==> src/rtl/pipe_ctrl_pkg.sv <==
// Shared encodings for the pipeline control block: FSM state codes and the
// architectural zero register.
package pipe_ctrl_pkg;

    localparam logic [1:0] ST_RUN      = 2'd0;
    localparam logic [1:0] ST_MEM_WAIT = 2'd1;
    localparam logic [1:0] ST_MD_WAIT  = 2'd2;

    // x0 is hard-wired to zero, so it can never carry a load-use dependency.
    localparam int unsigned REG_ZERO = 0;

endpackage

==> src/rtl/hazard_perf_counter.sv <==
// Saturating event counter with synchronous clear, used for hazard statistics.
module hazard_perf_counter #(
    parameter int unsigned CNT_W = 32
) (
    input  logic             clk,
    input  logic             reset,
    input  logic             inc,
    input  logic             clr,
    output logic [CNT_W-1:0] count
);

    // Count events, holding at all-ones instead of wrapping.
    always_ff @(posedge clk or posedge reset) begin
        if (reset) begin
            count <= '0;
        end else if (clr) begin
            count <= '0;
        end else if (inc && (count != {CNT_W{1'b1}})) begin
            count <= count + 1'b1;
        end
    end

endmodule

==> src/rtl/pipeline_hazard_sequencer.sv <==
// Stall/flush sequencer for the 5-stage pipeline. Multi-cycle waits (data
// memory, mul/div) are tracked by a small FSM; mispredict and load-use are
// decoded combinationally. Define HAZARD_PERF_CNT_EN to add saturating
// stall/flush/load-use performance counters.
module pipeline_hazard_sequencer
    import pipe_ctrl_pkg::*;
#(
    parameter int unsigned REG_AW      = 5,
    parameter int unsigned MEM_TIMEOUT = 64,
    parameter int unsigned CNT_W       = 32
) (
    input  logic              clk,
    input  logic              reset,
    input  logic [REG_AW-1:0] if_id_rs1,
    input  logic [REG_AW-1:0] if_id_rs2,
    input  logic [REG_AW-1:0] id_ex_rd,
    input  logic              id_ex_mem_read,
    input  logic              ex_mispredict,
    input  logic              md_start,
    input  logic              md_done,
    input  logic              mem_req,
    input  logic              mem_ready,
    output logic              pc_en,
    output logic              if_id_en,
    output logic              id_ex_en,
    output logic              ex_mem_en,
    output logic              if_id_flush,
    output logic              id_ex_flush,
    output logic              ex_mem_bubble,
    output logic              mem_wb_bubble,
    output logic              mem_timeout,
    output logic [1:0]        fsm_state
`ifdef HAZARD_PERF_CNT_EN
    ,
    output logic [CNT_W-1:0]  stall_cycles,
    output logic [CNT_W-1:0]  flush_count,
    output logic [CNT_W-1:0]  load_use_count
`endif
);

    localparam int unsigned WCW = $clog2(MEM_TIMEOUT + 1);
    localparam logic [WCW-1:0] WAIT_MAX = WCW'(MEM_TIMEOUT);

    logic [1:0]     state_q, state_d;
    logic [WCW-1:0] wait_cnt_q, wait_cnt_d;
    logic           timeout_q, timeout_d;
    logic           memstall, load_use;
    logic           flush_evt, lu_evt;

    assign memstall = mem_req & ~mem_ready;
    assign load_use = id_ex_mem_read & (id_ex_rd != REG_AW'(REG_ZERO)) &
                      ((if_id_rs1 == id_ex_rd) | (if_id_rs2 == id_ex_rd));

    // Prioritised hazard decode: Mealy outputs and FSM next state.
    always_comb begin
        pc_en         = 1'b1;
        if_id_en      = 1'b1;
        id_ex_en      = 1'b1;
        ex_mem_en     = 1'b1;
        if_id_flush   = 1'b0;
        id_ex_flush   = 1'b0;
        ex_mem_bubble = 1'b0;
        mem_wb_bubble = 1'b0;
        flush_evt     = 1'b0;
        lu_evt        = 1'b0;
        state_d       = state_q;
        if (!reset) begin
            if (memstall) begin
                // EX is frozen, so lower-priority hazards re-present afterwards.
                pc_en         = 1'b0;
                if_id_en      = 1'b0;
                id_ex_en      = 1'b0;
                ex_mem_en     = 1'b0;
                mem_wb_bubble = 1'b1;
                state_d       = ST_MEM_WAIT;
            end else if (state_q == ST_MD_WAIT) begin
                if (md_done) begin
                    state_d = ST_RUN;
                end else begin
                    pc_en         = 1'b0;
                    if_id_en      = 1'b0;
                    id_ex_en      = 1'b0;
                    ex_mem_bubble = 1'b1;
                end
            end else if ((state_q == ST_RUN) && md_start && !md_done) begin
                pc_en         = 1'b0;
                if_id_en      = 1'b0;
                id_ex_en      = 1'b0;
                ex_mem_bubble = 1'b1;
                state_d       = ST_MD_WAIT;
            end else begin
                // Leaving MEM_WAIT with a mul/div still pending moves straight to MD_WAIT.
                state_d = ((state_q == ST_MEM_WAIT) && md_start && !md_done) ? ST_MD_WAIT
                                                                             : ST_RUN;
                if (ex_mispredict) begin
                    if_id_flush = 1'b1;
                    id_ex_flush = 1'b1;
                    flush_evt   = 1'b1;
                end else if (load_use) begin
                    pc_en       = 1'b0;
                    if_id_en    = 1'b0;
                    id_ex_flush = 1'b1;
                    lu_evt      = 1'b1;
                end
            end
        end
    end

    // Wait counter runs only while memory stalls; the timeout flag is sticky.
    always_comb begin
        wait_cnt_d = '0;
        if (memstall) begin
            wait_cnt_d = (wait_cnt_q == WAIT_MAX) ? wait_cnt_q : wait_cnt_q + 1'b1;
        end
        timeout_d = timeout_q | (wait_cnt_d == WAIT_MAX);
    end

    // FSM state, wait counter and timeout flag registers.
    always_ff @(posedge clk or posedge reset) begin
        if (reset) begin
            state_q    <= ST_RUN;
            wait_cnt_q <= '0;
            timeout_q  <= 1'b0;
        end else begin
            state_q    <= state_d;
            wait_cnt_q <= wait_cnt_d;
            timeout_q  <= timeout_d;
        end
    end

    assign mem_timeout = timeout_q;
    assign fsm_state   = state_q;

`ifdef HAZARD_PERF_CNT_EN
    hazard_perf_counter #(.CNT_W(CNT_W)) u_stall_cnt (
        .clk   (clk),
        .reset (reset),
        .inc   (~pc_en),
        .clr   (1'b0),
        .count (stall_cycles)
    );

    hazard_perf_counter #(.CNT_W(CNT_W)) u_flush_cnt (
        .clk   (clk),
        .reset (reset),
        .inc   (flush_evt),
        .clr   (1'b0),
        .count (flush_count)
    );

    hazard_perf_counter #(.CNT_W(CNT_W)) u_lu_cnt (
        .clk   (clk),
        .reset (reset),
        .inc   (lu_evt),
        .clr   (1'b0),
        .count (load_use_count)
    );
`else
    logic unused_cnt_w;
    assign unused_cnt_w = ^CNT_W;
    logic unused_evt;
    assign unused_evt = flush_evt ^ lu_evt;
`endif

endmodule

==> config.mk <==
export PLATFORM = sky130hd
export DESIGN_NAME = pipeline_hazard_sequencer
export DESIGN_NICKNAME = d
export VERILOG_FILES = /design/src/rtl/pipe_ctrl_pkg.sv /design/src/rtl/hazard_perf_counter.sv /design/src/rtl/pipeline_hazard_sequencer.sv
export SDC_FILE = /design/constraint.sdc
export NUM_CORES = 1
export LEC_CHECK = 0
export CAP_MARGIN = 0
export CORE_MARGIN = 4
export CORE_UTILIZATION = 41
export DETAILED_ROUTE_END_ITERATION = 10
export DONT_BUFFER_PORTS = 1
export PLACE_DENSITY_LB_ADDON = 0.15
export SLEW_MARGIN = 20
export SYNTH_ARGS = -nofsm -noshare
export SYNTH_HDL_FRONTEND = slang
export SYNTH_SLANG_ARGS = --single-unit
==> constraint.sdc <==
create_clock -name clk -period 1.4 [get_ports clk]
set_input_delay 0 -clock clk [delete_from_list [all_inputs] [get_ports clk]]
set_output_delay 0 -clock clk [all_outputs]
set_load 0.005 [all_outputs]
==> results.toml <==
[clock_tree]
htreeDepth = 1
cts.clk_slew.worst_paths_ns = 0.06
cts_tree = "built"
cts_buffers = 3
clkLatencyLatePin_ns = 0.26
root_buffer = "clkbuf_4"
cts_buffer_depth = 2
cts.sinks = 10

[detailed_routing]
drt-wirelength-per-cell_microns = 12.6
first_pass_iters = 4
via_per_inst = 5.19
drt_iter0_markers = 17
ant_nets = 0
drc = 0
wirelength_mm = 1.62
num_vias = 669

[yosys]
yosys_warnings = 0
avgSynthCellArea_sq_um = 8.27
syn_area_sq_um = 744
synth_top_family_by_area = "simple AND/OR/NAND/NOR gates"
ys_types = 27
synth_compound_area_share_pct = 11.8
synth_nets = 115
synth_seq_cells = 10
synth_top_area_share_pct = 33.6
synth_area_leaders = "dfrtp_1 (34%), xor2_1 (12%), xnor2_1 (7.1%)"
synth_xor_area_share_pct = 18.8
synth_mux_area_share_pct = 1.34
synthSimpleGateAreaFrac_pct = 26.1
synth_fa_ha_area_share_pct = 3.36
ys_seq_area_share_pct = 33.6
syn-instance-count = 90
yosysTopAreaCell = "dfrtp_1"

[status]
status = "finished with violations"
failed_checks = "setup timing"

[timing]
setup_viol = 1
worst_pin_slew_ns = 0.355
timing.final.ws_setup_ns = -0.0154
fin_crit_ns = 1.42
hold_viol_final = 0
timing.slew.headroom_pct = 76.3
fin_skew_ns = 0.00381
max_freq_mhz = 707
whs_ns = 0.0407
finalCritPeriodShare_pct = 101
rsz0062_at_grt = "yes"
fin_setup_tns_ns = -0.0154
drv_slew = 0

[power_and_ir_drop]
p_leak_nw = 0.391
vdd_ir_drop_max_mv = 0.513
cellPowerDensity_mw_per_mm2 = 689
p_total_mw = 0.624

[job]
drv_cap = 0

[floorplanning]
die_y_microns = 50.6
die_w_microns = 50.6
dieArea_sq_mm = 0.00256
start_util_pct = 43.1
core_sq_mm = 0.00173
num_rows = 15
pin_count = 34

[grt]
grt_overflow = 0
grt_util_all_layers_pct = 14.2
first_global_vias = 661
grt_pass1_wl_mm = 2.78
antenna_found_initial = 0
grt_max_degree = 12

[critical_path]
cpMaxStageDelayCell = "dfrtp_1"
worstSetupEndpointType = "flop"
crit_chain = "inv_2, ha_2, and4b_2, a31oi_1, o31ai_1, a31o_1"
crit_required_ns = 1.54
cp_top_family = "flip-flops"
path_buf_inv = 1
crit_path_max_incr_delay_ns = 0.41
crit_fanout = 6
cp.arrival_ns = 1.56
worstSetupStartpointType = "flop"
crit_type = "flop to flop"

[placement]
dpl-instance-area_sq_um = 827
dp_cells = 122
gp_congestion = 0.787
pre_cts_ws_ns = -0.0227
dp_hpwl_mm = 1.27
portBuffers = 0

[finish]
fillers = 180
final_nets = 131
final_common_cell = "nor2_1"
design_area_sq_um = 906
final_core_util_pct = 52.5
ff_latch_area_sq_um = 250
area_growth_pct = 21.7
diodes = 0
fin_cells = 129
layout_common_cells = "nor2_1 (11), xor2_1 (10), dfrtp_1 (10), buf_4 (10), nand2_1 (8)"
multi_input_area_sq_um = 478
drive_gt1_share_pct = 21.2

[min_path]
hold_class = "input port to output port"
synth_stat cells (all sizes together):
master,count
xnor2,6
nand2b,2
nor2,12
a21boi,1
nor2b,2
inv,5
nand3,3
dfrtp,10
and2,2
o211ai,1
mux2i,1
o31ai,2
ha,2
and4b,1
nor3,6
a21oi,4
o21ai,3
buf,2
a31o,1
or4,1
xor2,10
nand4,3
a31oi,1
nand2,8
o21a,1
repair_timing:
item / in CTS / in global routing
hold buffers: 3 / 0
setup buffers: 0 / 1
endpoints found under the hold margin: 12 / 0
gates resized for setup: 4 / 4
endpoints found under the setup margin: 4 / 8
cloned: 0 / 0
report_power, final:
| part | total [mW] | internal (mW) | switching [mW] |
|---|---|---|---|
| clock network | 0.184 | 0.0986 | 0.0856 |
| logic | 0.123 | 0.0626 | 0.0601 |
| registers | 0.317 | 0.300 | 0.0167 |
| total | 0.624 | 0.462 | 0.162 |
worst reg2reg max path: stages, from the launching register on:
cell and delay (ns):
dfrtp_1 0.41, inv_2 0.05, ha_2 0.17, and4b_2 0.27, a31oi_1 0.14, o31ai_1 0.09, a31o_1 0.17
worst paths after layout:
check,start,endpoint,slack (ns),cells after the start
setup / recovery,wait_cnt_q[1],mem_timeout,-0.02,6
hold / removal,reset,ex_mem_bubble,0.04,1
setup reg to reg,wait_cnt_q[1],mem_timeout,-0.02,6
hold reg to reg,mem_timeout,mem_timeout,0.50,1
max in group asynchronous,reset,wait_cnt_q[4],0.99,3
min in group asynchronous,reset,wait_cnt_q[2],0.26,3
sequential cells by signal, indices dropped and copies added (netlist names):
register / count
fsm_state: 2
mem_timeout: 1
wait_cnt_q: 7
layout make-up:
class	count	share of cell area, %
multi-input cells	73	52.8
well taps	25	3.45
clock buffers	3	2.49
repair buffers	13	11.6
flip-flops and latches	10	27.6
inverters	5	2.07
metal layers:
layer  vias to the layer above  part of all wire, %  wire (microns)  GRT usage [%]
li1                        334                    -               -              -
met1                       308                   39             627           15.6
met2                        27                   54             881           25.0
met3                         0                  6.8             110           2.97
met4                         0                    0               0           8.07
met5                         -                    0               0              0
logic make-up (layout without fill, tap and decap cells):
group                      count (synthesis)  after routing
DFF                                       10             10
and+or+nand+nor                           40             40
xor gates and xnor gates                  16             16
buffers and inverters                      7             21
muxes                                      1              1
adders and majority gates                  2              2
AOI/OAI and AO/OA                         14             14
(Power assumes the default switching activity.)
